**config.mk**
```make
export PLATFORM = sky130hd
export DESIGN_NAME = instruction_fetch_unit
export DESIGN_NICKNAME = d
export VERILOG_FILES = /design/src/rtl/instruction_fetch_unit.sv
export SDC_FILE = /design/constraint.sdc
export NUM_CORES = 2
export LEC_CHECK = 0
export CAP_MARGIN = 20
export CORE_ASPECT_RATIO = 1.25
export CORE_MARGIN = 4
export CORE_UTILIZATION = 67
export CTS_CLUSTER_DIAMETER = 200
export DETAILED_ROUTE_END_ITERATION = 10
export HOLD_SLACK_MARGIN = 0.03
export PLACE_DENSITY = 0.9
export SLEW_MARGIN = 20
export SYNTH_ARGS = -nofsm -noshare
export SYNTH_HDL_FRONTEND = slang
export SYNTH_SLANG_ARGS = --single-unit
export TNS_END_PERCENT = 5
```
**constraint.sdc**
```tcl
create_clock -name i_clk -period 6.5 [get_ports i_clk]
set_input_delay 1.95 -clock i_clk [delete_from_list [all_inputs] [get_ports i_clk]]
set_output_delay 1.95 -clock i_clk [all_outputs]
set_load 0.02 [all_outputs]
```
**src/rtl/instruction_fetch_unit.sv**
```systemverilog
// Fetch stage of the barrel RISC-V core.
// Keeps one PC per hart and fetches from the harts in round-robin order, one per
// non-stalled cycle. Each fetch issues a synchronous BRAM read. The returned word
// reaches the decoder one cycle later, together with its PC and hart ID.
// A redirect from execute overwrites a hart's PC. If that hart is being fetched
// in the same cycle, the in-flight fetch is squashed.
// Optional build macro IFU_PERF_COUNTER_EN adds o_fetch_count, which counts
// non-squashed fetches.
module instruction_fetch_unit #(
  parameter int          NUM_THREADS     = 16,
  parameter logic [31:0] RESET_PC        = 32'h0000_0000,
  parameter int          IMEM_ADDR_WIDTH = 10
) (
  input  logic                           i_clk,
  input  logic                           i_rst,
  input  logic                           i_stall,
  input  logic                           i_redirect_valid,
  input  logic [$clog2(NUM_THREADS)-1:0] i_redirect_tid,
  input  logic [31:0]                    i_redirect_pc,
  output logic                           o_imem_en,
  output logic [IMEM_ADDR_WIDTH-1:0]     o_imem_addr,
  input  logic [31:0]                    i_imem_rdata,
  output logic [31:0]                    o_instruction,
  output logic [31:0]                    o_pc,
  output logic [$clog2(NUM_THREADS)-1:0] o_tid,
  output logic                           o_valid
`ifdef IFU_PERF_COUNTER_EN
  ,
  output logic [31:0]                    o_fetch_count
`endif
);

  localparam int TID_W = $clog2(NUM_THREADS);

  logic [31:0]      r_pc [NUM_THREADS];
  logic [TID_W-1:0] r_tid_f;

  logic [31:0]      r_pc_p1;
  logic [TID_W-1:0] r_tid_p1;
  logic             r_vld_p1;

  logic             w_fetch;
  logic             w_squash;
  logic [31:0]      w_fetch_pc;
  logic [31:0]      w_redirect_pc;

  assign w_fetch       = !i_rst && !i_stall;
  assign w_fetch_pc    = r_pc[r_tid_f];
  // Word-align the redirect target; the low two bits are dropped.
  assign w_redirect_pc = i_redirect_pc & ~32'd3;
  // A redirect to the hart being fetched makes the in-flight fetch stale.
  assign w_squash      = i_redirect_valid && (i_redirect_tid == r_tid_f);

  assign o_imem_en     = w_fetch;
  assign o_imem_addr   = w_fetch_pc[IMEM_ADDR_WIDTH+1:2];
  assign o_instruction = i_imem_rdata;
  assign o_pc          = r_pc_p1;
  assign o_tid         = r_tid_p1;
  assign o_valid       = r_vld_p1;

  // Per-hart PC file: a redirect has priority over the sequential +4 advance.
  always_ff @(posedge i_clk) begin
    for (int i = 0; i < NUM_THREADS; i++) begin
      if (i_rst) begin
        r_pc[i] <= RESET_PC;
      end else if (i_redirect_valid && (i_redirect_tid == TID_W'(i))) begin
        r_pc[i] <= w_redirect_pc;
      end else if (w_fetch && (r_tid_f == TID_W'(i))) begin
        r_pc[i] <= r_pc[i] + 32'd4;
      end
    end
  end

  // Round-robin fetch pointer; wraps naturally because NUM_THREADS is a power of two.
  always_ff @(posedge i_clk) begin
    if (i_rst) begin
      r_tid_f <= '0;
    end else if (w_fetch) begin
      r_tid_f <= r_tid_f + TID_W'(1);
    end
  end

  // ---- fetch -> decode boundary: PC/hart/valid aligned with the BRAM read data ----
  always_ff @(posedge i_clk) begin
    if (i_rst) begin
      r_pc_p1  <= '0;
      r_tid_p1 <= '0;
      r_vld_p1 <= 1'b0;
    end else if (w_fetch) begin
      r_pc_p1  <= w_fetch_pc;
      r_tid_p1 <= r_tid_f;
      r_vld_p1 <= !w_squash;
    end
  end

`ifdef IFU_PERF_COUNTER_EN
  logic [31:0] r_fetch_count;

  // Count fetches that reach the decoder as valid; wraps at 2^32.
  always_ff @(posedge i_clk) begin
    if (i_rst) begin
      r_fetch_count <= '0;
    end else if (w_fetch && !w_squash) begin
      r_fetch_count <= r_fetch_count + 32'd1;
    end
  end

  assign o_fetch_count = r_fetch_count;
`endif

endmodule

```
==> impl_results.md <==
* CTS buffer count at 51
* Layout cell share with drive strength beyond 1 at 9.02%
* WL met3 at 18000 µm
* Worst-path clk slew at 0.07 ns
* Post-detailed-routing wire length at 119000 µm
* # fillers at 3424
* H-tree depth at 2
* Detailed Place HPWL at 79700 µm
* I/O Pins at 152
* Leakage power at 11.6 nW
* Syn avg cell area at 9.60 µm²
* CP required at 4.55 ns
* First-pass DRT Iterations at 8
* M1 wire length at approximately 36000 µm
* R2R Path Start: r_tid_f[2]$_SDFFE_PP0N_
* Initial Utilization at approximately two thirds
* Top layer in use: met5
* CP peak stage delay at 1.05 ns
* Setup Fix Bufs, Post-CTS at 0
* GPL Wtd Cong at 1.07
* Post-Syn Area at around 35000 µm²
* CP dominant cell by count: nand2_1
* Initial drt markers at about 5000
* Number of enable flip-flop cells after synthesis at 480
* Die area at 56300 µm²
* Die X at 213 µm
* Largest net degree at the start of global routing at 71
* Detailed-route DRC error count at 0
* Die height at 264 µm
* PostCTS Resize Cnt at 0
* VDD IR-drop max at between 0.2 and 0.3 mV
* Max cap viols at 0
* Worst Tran Pin Value at 1.33 ns
* CP max-delay cell: dfxtp_4
* CTS Root Cell: clkbuf_16
* Wirelength per Cell at 27.7 µm
* Worst Hold Class: reg -> reg
* Final setup TNS at 0 ns
* Worst-path cell chain: buf_4 > mux2i_1 > nand2_1 > a41oi_1 > nand2_1 > clkdlybuf4s50_1
* CP Class: reg -> out
* Worst Hold Depth at 2
* Skew-Pair Late Insertion Delay at ~0.62 ns
* Synth top area cells: edfxtp_1, nand2_1, o21ai_0
* Post-route ant nets at 0
* Crit path launch type: register
* Clock Tree Buf Depth at 3
* Register bit total from synthesis at 523
* Yosys top cell by area: edfxtp_1
* Synth unique cells at 67
* Global-route wire length before repair at between 150000 and 200000 µm
* Power Density at approximately 220 nW/µm²
* RSZ-0062 raised after global routing: no
* Dpl ws at 1.01 ns
* Tot Pwr at 8.35 mW
* Highest clock rate at 177 MHz
* Clk sink count at 523
* Max transition margin at 11.2%
* WP data arrival at 3.69 ns
* Max Slew Vio Count at 0
* Setup violations, final at 0
* Final worst slack at 0.865 ns
* R2R depth at 5
* Async SR Flop Fraction at 0%
* Sequential fraction of the synthesis area at 43.4%
* Hold buffer count at CTS at 0
* Yosys top cell area share at 41.0%
* Worst Hold End: o_pc[27]$_SDFFE_PP0N_
* Via Count at 31300
* Number of global-route vias before repair at 29600
* R2r setup slk at 3.20 ns
* CP Capture Type: output pin
* Mapped Cells at between 3000 and 4000
* # rows at slightly above 90
* Via density at 7.30
* Nets@finish at 3664
* Gr usage total at 41.3%
* Period minus WS final at 5.64 ns
* Final period util at 86.7%
* CTS tree: yes
* Top_reg_cell synth: edfxtp_1
* Crit path max fanout at 70
* Critical hold path startpoint: o_pc[27]$_SDFFE_PP0N_
* Port Buffers at 83
* Overflow left after global routing at 0
* Clock Skew at around 0.024 ns
* WL met2 at 51400 µm
* Synthesis-to-finish area growth at 7.31%
* Outcome: finished clean
* CORE AREA at around 52000 µm²
* Hold Violations, Final at 0
* Initial antenna violation count at 5
* Critical R2R Capture: r_pc[6][28]$_DFFE_PP_
* Yosys warning count at 0
-- metal layers --
metal / track usage, % / vias to the layer above
met1: 49.9 / 14500
li1: - / 13100
met4: 35.1 / 4
met5: 0 / -
met2: 61.1 / 2862
met3: 10.9 / 764
-- placed cells by master (no fill, tap or decap), types with 7 or more instances in the layout --
cell,n
edfxtp_1,480
mux2i_1,117
clkbuf_1,12
nand3_1,183
a41oi_1,10
clkbuf_16,53
clkinv_1,7
nand2_1,652
clkinv_2,9
nor4_1,50
nor2_2,13
ha_1,20
clkdlybuf4s50_1,80
and4_1,44
clkbuf_8,7
o21ai_1,22
nor2_1,124
xor2_1,209
o22ai_1,10
nand3b_1,14
nor2b_1,11
nor3_1,84
a21oi_1,34
inv_1,63
o21ai_0,483
nor4_2,8
nand4_1,136
a22o_1,14
mux4_2,99
and3_1,64
and2_1,16
a221o_1,10
buf_4,81
a311oi_1,10
dfxtp_1,40
nand2b_1,7
xnor2_1,242
-- per-stage QoR --
step | instances | hold WS, ns | utilization (%) | area [µm²]
after floorplan | 3668 | 0.565 | - | 35200
after global placement | 4180 | 0.462 | 69.6 | 36000
after detailed placement | 4181 | 0.469 | 69.6 | 36000
after CTS | 4276 | 0.485 | 72.8 | 37700
after global routing | 4279 | 0.497 | 72.9 | 37700
final | 4284 | 0.479 | 72.9 | 37800
-- power breakdown --
group	leakage (nW)	switching [mW]	internal (mW)	total [mW]
sequential	5.14	0.330	3.88	4.21
clock	0.815	1.36	1.69	3.05
combinational	5.61	0.657	0.435	1.09
-- area by class of cell --
cell class / instances / area (µm²) / area share [%]
Multi-Input combinational cell: 2766 / 18300 / 48.4
Antenna cell: 5 / 12.5 / 0.0331
Inverter: 63 / 236 / 0.626
Clock buffer: 72 / 1470 / 3.89
Timing Repair Buffer: 167 / 1470 / 3.88
Clock inverter: 23 / 194 / 0.514
Sequential cell: 523 / 15300 / 40.5
Tap cell: 665 / 832 / 2.20
-- cells by family (layout without fill, tap and decap cells) --
kind of cell	Yosys count	after routing	share of synthesized area, %
mux	217	217	9.74
buf+inv	379	325	4.90
compound gates	612	612	9.41
xor+xnor	451	451	11.2
flops	523	523	43.4
simple gates	1464	1464	20.6
other cells	1	7	0.0107
fa+ha+maj	20	20	0.711
-- registers in the layout (all words and copies together) (netlist names), named ones only --
| signal | cells |
|---|---|
| o_pc | 30 |
| o_tid | 4 |
| o_valid | 1 |
| r_pc | 480 |
| r_tid_f | 4 |
-- Yosys cell counts (all sizes together), types with 20 or more instances --
cell type	n
nor3	90
nor2	140
inv	63
and3	65
ha	20
nand2	652
nand3	185
clkbuf	194
o21ai	505
nand4	141
dfxtp	43
and4	48
mux4	100
a21oi	34
edfxtp	480
buf	122
xor2	209
xnor2	242
mux2i	117
nor4	62
-- critical path: cells and delay by family (launching register included) --
family	cells	cell delay (ns)
simple gates	2	0.19
buf+inv	2	1.09
compound gates	1	0.46
mux	1	0.24
flops	1	1.05
-- worst max-delay path by stage --
stage	startpoint	depth (start not counted)	to	slack, ns
global route	register	7	o_imem_addr[5]	0.72
CTS	register	5	o_imem_addr[7]	0.92
global placement	i_stall	3	o_imem_en	1.01
detailed placement	i_stall	3	o_imem_en	1.01
finish	register	6	o_imem_addr[9]	0.86
floorplan	i_stall	2	o_imem_en	2.11
No activity file was read; power rests on OpenSTA's default activity.
